File: config.mk
export PLATFORM = sky130hd
export DESIGN_NAME = log_fpmul_stream
export DESIGN_NICKNAME = d
export VERILOG_FILES = /design/src/rtl/log_fpmul_stream.sv
export SDC_FILE = /design/constraint.sdc
export NUM_CORES = 1
export LEC_CHECK = 0
export CAP_MARGIN = 40
export CORE_MARGIN = 10
export CORE_UTILIZATION = 58
export CTS_BUF_LIST = sky130_fd_sc_hd__clkbuf_4 sky130_fd_sc_hd__clkbuf_8
export DETAILED_ROUTE_END_ITERATION = 8
export PLACE_DENSITY = 0.8
export SLEW_MARGIN = 20
export SYNTH_ARGS = -nofsm -noshare
export SYNTH_HDL_FRONTEND = slang
export SYNTH_SLANG_ARGS = --single-unit
export TNS_END_PERCENT = 20
File: constraint.sdc
create_clock -name clk -period 7.09 [get_ports clk]
set_input_delay 0.709 -clock clk [delete_from_list [all_inputs] [get_ports clk]]
set_output_delay 0.709 -clock clk [all_outputs]
set_load 0.005 [all_outputs]
File: src/rtl/log_fpmul_stream.sv
`default_nettype none
// ============================================================================
// Module      : log_fpmul_stream
// Description : Byte-serial floating-point multiplier with run-time choice of
//               Mitchell log-domain approximation or exact truncated product.
// Revision    : 1.0 - initial release
// ============================================================================
module log_fpmul_stream #(
    parameter int EW = 5,
    parameter int MW = 10
) (
    input  logic       clk,
    input  logic       rst_n,
    input  logic       in_valid,
    output logic       in_ready,
    input  logic [7:0] a_byte,
    input  logic [7:0] b_byte,
    input  logic       mode,
    output logic       out_valid,
    input  logic       out_ready,
    output logic [7:0] out_byte,
    output logic       out_last,
    output logic [2:0] flags
);

    localparam int W     = 1 + EW + MW;
    localparam int NB    = (W + 7) / 8;
    localparam int NBITS = NB * 8;
    localparam int BIAS  = (1 << (EW - 1)) - 1;
    localparam int IW    = (NB > 1) ? $clog2(NB) : 1;

    localparam logic [IW-1:0] LAST_IDX = IW'(NB - 1);
    localparam logic [EW+1:0] C_BIAS   = (EW+2)'(BIAS);
    localparam logic [EW+1:0] C_EMAX   = (EW+2)'((1 << EW) - 1);

    localparam logic [1:0] S_COLLECT = 2'd0;
    localparam logic [1:0] S_COMPUTE = 2'd1;
    localparam logic [1:0] S_SEND    = 2'd2;

    logic [1:0]       state_q;
    logic [1:0]       state_d;
    logic [IW-1:0]    idx_q;
    logic             live_q;
    logic             mode_q;
    logic [NBITS-1:0] a_q;
    logic [NBITS-1:0] b_q;
    logic [NBITS-1:0] res_q;
    logic [2:0]       flags_q;

    logic             w_accept;
    logic             w_xfer;
    logic             w_idx_last;

    logic             w_sign;
    logic [EW-1:0]    w_ea;
    logic [EW-1:0]    w_eb;
    logic [MW-1:0]    w_ma;
    logic [MW-1:0]    w_mb;
    logic [MW:0]      w_sum;
    logic [2*MW+1:0]  w_prod;
    logic             w_carry;
    logic [MW-1:0]    w_mout;
    logic [EW+1:0]    w_exp;
    logic             w_zero_in;
    logic             w_sat_in;
    logic             w_ovf_e;
    logic             w_unf_e;
    logic [W-1:0]     w_res;
    logic [NBITS-1:0] w_res_ext;
    logic [2:0]       w_flags;
    logic             w_unused;

    assign w_accept   = in_valid & in_ready;
    assign w_xfer     = out_valid & out_ready;
    assign w_idx_last = (idx_q == LAST_IDX);

    // ------------------------------------------------------------------
    // Arithmetic core: operates on the fully collected operand words
    // ------------------------------------------------------------------
    assign w_sign = a_q[W-1] ^ b_q[W-1];
    assign w_ea   = a_q[W-2:MW];
    assign w_eb   = b_q[W-2:MW];
    assign w_ma   = a_q[MW-1:0];
    assign w_mb   = b_q[MW-1:0];

    assign w_sum  = {1'b0, w_ma} + {1'b0, w_mb};
    assign w_prod = {{(MW+1){1'b0}}, 1'b1, w_ma} * {{(MW+1){1'b0}}, 1'b1, w_mb};

    always_comb begin
        w_carry = 1'b0;
        w_mout  = '0;
        if (mode_q) begin
            w_carry = w_prod[2*MW+1];
            w_mout  = w_carry ? w_prod[2*MW:MW+1] : w_prod[2*MW-1:MW];
        end else begin
            w_carry = w_sum[MW];
            w_mout  = w_sum[MW-1:0];
        end
    end

    // Signed exponent in EW+2 bits: the MSB is the sign after bias removal
    assign w_exp     = {2'b00, w_ea} + {2'b00, w_eb} - C_BIAS + {{(EW+1){1'b0}}, w_carry};
    assign w_zero_in = ~(|w_ea) | ~(|w_eb);
    assign w_sat_in  = (&w_ea) | (&w_eb);
    assign w_ovf_e   = ~w_exp[EW+1] & (w_exp >= C_EMAX);
    assign w_unf_e   = w_exp[EW+1] | (w_exp == '0);

    always_comb begin
        w_res      = '0;
        w_flags    = 3'b000;
        w_res[W-1] = w_sign;
        if (w_zero_in) begin
            w_flags = 3'b001;
        end else if (w_sat_in | w_ovf_e) begin
            w_res[W-2:MW] = '1;
            w_flags       = 3'b100;
        end else if (w_unf_e) begin
            w_flags = 3'b010;
        end else begin
            w_res[W-2:MW] = w_exp[EW-1:0];
            w_res[MW-1:0] = w_mout;
        end
    end

    always_comb begin
        w_res_ext        = '0;
        w_res_ext[W-1:0] = w_res;
    end

    assign w_unused = ^{a_q, b_q, w_prod[MW-1:0]};

    // ------------------------------------------------------------------
    // Control FSM
    // ------------------------------------------------------------------
    always_ff @(posedge clk or negedge rst_n) begin
        if (!rst_n) begin
            state_q <= S_COLLECT;
        end else begin
            state_q <= state_d;
        end
    end

    always_comb begin
        state_d = state_q;
        case (state_q)
            S_COLLECT: if (w_accept && w_idx_last) state_d = S_COMPUTE;
            S_COMPUTE: state_d = S_SEND;
            S_SEND:    if (w_xfer && w_idx_last) state_d = S_COLLECT;
            default:   state_d = S_COLLECT;
        endcase
    end

    always_comb begin
        in_ready  = 1'b0;
        out_valid = 1'b0;
        out_last  = 1'b0;
        out_byte  = '0;
        flags     = flags_q;
        case (state_q)
            S_COLLECT: in_ready = live_q;
            S_SEND: begin
                out_valid = 1'b1;
                out_last  = w_idx_last;
                for (int k = 0; k < NB; k++) begin
                    if (idx_q == IW'(k)) out_byte = res_q[k*8 +: 8];
                end
            end
            default: ;
        endcase
    end

    // ------------------------------------------------------------------
    // Datapath registers; live_q keeps in_ready low while reset is held
    // ------------------------------------------------------------------
    always_ff @(posedge clk or negedge rst_n) begin
        if (!rst_n) begin
            live_q  <= 1'b0;
            idx_q   <= '0;
            mode_q  <= 1'b0;
            a_q     <= '0;
            b_q     <= '0;
            res_q   <= '0;
            flags_q <= 3'b000;
        end else begin
            live_q <= 1'b1;
            case (state_q)
                S_COLLECT: begin
                    if (w_accept) begin
                        for (int k = 0; k < NB; k++) begin
                            if (idx_q == IW'(k)) begin
                                a_q[k*8 +: 8] <= a_byte;
                                b_q[k*8 +: 8] <= b_byte;
                            end
                        end
                        if (idx_q == '0) mode_q <= mode;
                        idx_q <= w_idx_last ? '0 : idx_q + IW'(1);
                    end
                end
                S_COMPUTE: begin
                    res_q   <= w_res_ext;
                    flags_q <= w_flags;
                    idx_q   <= '0;
                end
                S_SEND: begin
                    if (w_xfer) begin
                        if (w_idx_last) begin
                            idx_q   <= '0;
                            flags_q <= 3'b000;
                        end else begin
                            idx_q <= idx_q + IW'(1);
                        end
                    end
                end
                default: ;
            endcase
        end
    end

endmodule
`default_nettype wire

==> impl_results.md <==
- Hold Crit Class: input port to async pin
- Io pins: 35
- Slew HR: 0.440
- Overall Global Routing Usage: 0.254
- Reg-to-Reg End: res_q[5]
- Drt first-iter violations: between 500 and 600
- Synth warn: 0
- Metal3 WL: 1.52 mm
- ANT cells: 0
- Crit-path max FO: 7
- Max Freq: 133 MHz
- Vias per cell: around 5.9
- Vias: approximately 6,400
- FF-to-FF path depth: 33
- # fillers: 764
- # placed instances: 1,040
- Met2 wire len: around 11 mm
- Endpoints failing hold: 0
- Synth area leaders: fa_1 (23%), dfrtp_1 (20%), ha_1 (13%)
- Die area: between 0.015 and 0.02 sq mm
- Number of flops mapped to enable cells by yosys: 0
- Failing checks: setup timing
- Period utilization: 1.06
- Unrepaired setup endpoints after global routing: true
- Slowest stage delay, CP: 0.55 ns
- WL met1: between 8 and 9 mm
- Clk buf depth: 2
- Vias in the first global route: ~7,000
- Register area share after synthesis: 0.199
- CP arrival: 7.71 ns
- CP required: 7.30 ns
- Placement row count: 40
- Synth unique cells: 65
- Synth area leader: fa_1
- Post-route setup TNS: -5.30 ns
- Syn nets: ~970
- Antenna viol nets, final: 0
- GP Congestion: between 0.9 and 1
- FF-to-FF Start: b_q[4]
- Synth-to-Final Area Change: 25.9%
- Largest net degree at the start of global routing: 57
- Worst path slowest cell: fa_1
- Status: finished, violations left
- DIE HEIGHT: ~130 um
- Maxcap violations: 0
- DRC viols: 0
- Worst-margin pin slew: between 0.8 and 0.9 ns
- # setup viols final: 17
- CTS Buf Count: 5
- GRT Residual Overflow: 0
- Top Layer Used: met4
- Startpoint Class: flip-flop
- Mean Syn Cell Area: 8.87 sq um
- Reg-to-reg slack, setup: -0.41 ns
- Post-DP HPWL: between 15 and 20 mm
- Post-route insts no fill: roughly 1,100
- Core ar.: 0.0120 sq mm
- CTS tree: done
- Fin. max-slew vios: 0
- Cell count after synthesis: roughly 800
- Minimum hold slack: about 0.5 ns
- Mapped Area: approximately 0.0071 sq mm
- Initial Utilization: 0.590
- Crit end category: flip-flop
- Nets: approximately 1,100
- Clock Sinks: 56
- Fin crit period: about 7.5 ns
- Yosys top cell area share: 0.230
- Main synth FF type: dfrtp_1
- Drt first pass iters: 4
- Fin util: 0.743
- # port buffers: 34
- Reg clk slew, reported paths: about 0.12 ns
- Clock Latency Late Sink: 0.34 ns
- Synth Register Bits: 56
- Async set or reset register ratio after synthesis: 1.00
- Final Worst Setup Slack: -0.413 ns
- Initial antenna violation count: 0
- Avg WL per Cell: approximately 19 um
- Critical path's most frequent cell: fa_1
- Total Wirelength: 20.9 mm
- Root buf cell: clkbuf_8
- Setup Skew: between 0.01 and 0.015 ns
- CP Class: flip-flop to flip-flop
- Die width: about 130 um
- H-tree levels: 2
- First-pass GRT wire length: about 34 mm
- Layout cells sized above 1: 0.239
## state kept, by name, summed over array words and instances (netlist names)
signal,flops
a_q,16
b_q,16
res_q,16
flags,3
state_q,2
idx_q,1
live_q,1
mode_q,1
## through the flow
step	worst slack, ns	area [sq um]
2_1_floorplan	-0.150	7260
3_3_place_gp	-0.359	8260
3_5_place_dp	-0.498	8270
4_1_cts	-0.317	8660
5_1_grt	-0.665	8890
6_report	-0.413	8890
## placed cells by master, fill, tap and decap left out, types with 5 or more instances in the layout
master / synthesis / final
xnor2_1: 13 / 13
inv_1: 140 / 127
a21oi_1: 20 / 17
a21boi_0: 7 / 7
ha_4: 0 / 8
buf_4: 0 / 117
inv_2: 0 / 13
o21ai_0: 35 / 29
nor2_1: 34 / 29
nand2_1: 116 / 108
clkdlybuf4s50_1: 0 / 33
fa_1: 81 / 77
nand2_2: 0 / 6
xor2_1: 6 / 6
clkbuf_8: 0 / 5
buf_6: 1 / 6
nand3_1: 7 / 6
o21ai_1: 0 / 6
a22oi_1: 6 / 5
ha_1: 75 / 65
o211ai_1: 8 / 8
nand2b_1: 6 / 6
mux2i_1: 13 / 13
dfrtp_2: 0 / 12
and2_1: 37 / 35
mux2_2: 8 / 8
dfrtp_1: 56 / 44
a21o_1: 8 / 7
o21a_1: 6 / 5
## metal layers
| metal | GRT usage | vias up |
|---|---|---|
| met2 | 0.440 | 265 |
| li1 | - | 2865 |
| met1 | 0.311 | 3174 |
| met3 | 0.0544 | 58 |
| met5 | 0 | - |
| met4 | 0.0728 | 0 |
## cell usage after synthesis, drive strengths merged (8+ instances only)
library cell  instances
o211ai                8
mux2i                13
dfrtp                56
inv                 140
xnor2                13
nand2               116
a21o                  8
fa                   81
o21ai                35
mux2                  8
and2                 37
clkbuf               26
a21oi                21
nor2                 34
ha                   75
## cell type report
type / instances / area [sq um] / share of cell area
multi-input cells: 570 / 5360 / 0.603
flip-flops and latches: 56 / 1420 / 0.159
repair buffers: 159 / 1310 / 0.147
inverters: 140 / 526 / 0.0591
well taps: 147 / 184 / 0.0207
clock buffers: 5 / 68.8 / 0.00774
clock inverters: 3 / 22.5 / 0.00253
## kinds of logic (layout without fill, tap and decap cells)
logic type / after synthesis / count (layout) / share of synthesized area
simple gates: 241 / 241 / 0.164
compound gates: 132 / 132 / 0.127
fa+ha+maj: 156 / 156 / 0.363
buf+inv: 170 / 307 / 0.0920
flops: 56 / 56 / 0.199
mux: 21 / 21 / 0.0312
xor+xnor: 19 / 19 / 0.0236
other cells: 1 / 1 / 0.000531
## worst max-delay path by stage
| stage | startpoint | to | slack [ns] | cells past startpoint |
|---|---|---|---|---|
| 3_5_place_dp | b_q[4] | res_q[5] | -0.50 | 32 |
| 2_1_floorplan | a_q[7] | res_q[9] | -0.15 | 31 |
| 5_1_grt | a_q[6] | res_q[4] | -0.66 | 33 |
| 4_1_cts | b_q[8] | res_q[5] | -0.32 | 32 |
| 6_report | b_q[4] | res_q[5] | -0.41 | 33 |
| 3_3_place_gp | b_q[4] | res_q[9] | -0.36 | 31 |
## critical path: cells and delay by family, from the launching register on
family                     cells  cell delay, ns
adders and majority gates      9            3.42
AOI/OAI and AO/OA             11            2.27
buffers and inverters          7            0.72
DFF                            1            0.48
and+or+nand+nor                6            0.46
## repair_timing
action / in CTS / in global routing
pin swaps: 28 / 46
endpoints found under the setup margin: 17 / 17
hold buffers: 0 / 0
setup buffers: 21 / 10
resized for setup: 50 / 26
cloned: 0 / 0
Power is not shown: default switching activity piles up to over one toggle a cycle in this logic, so the estimate is an artifact.
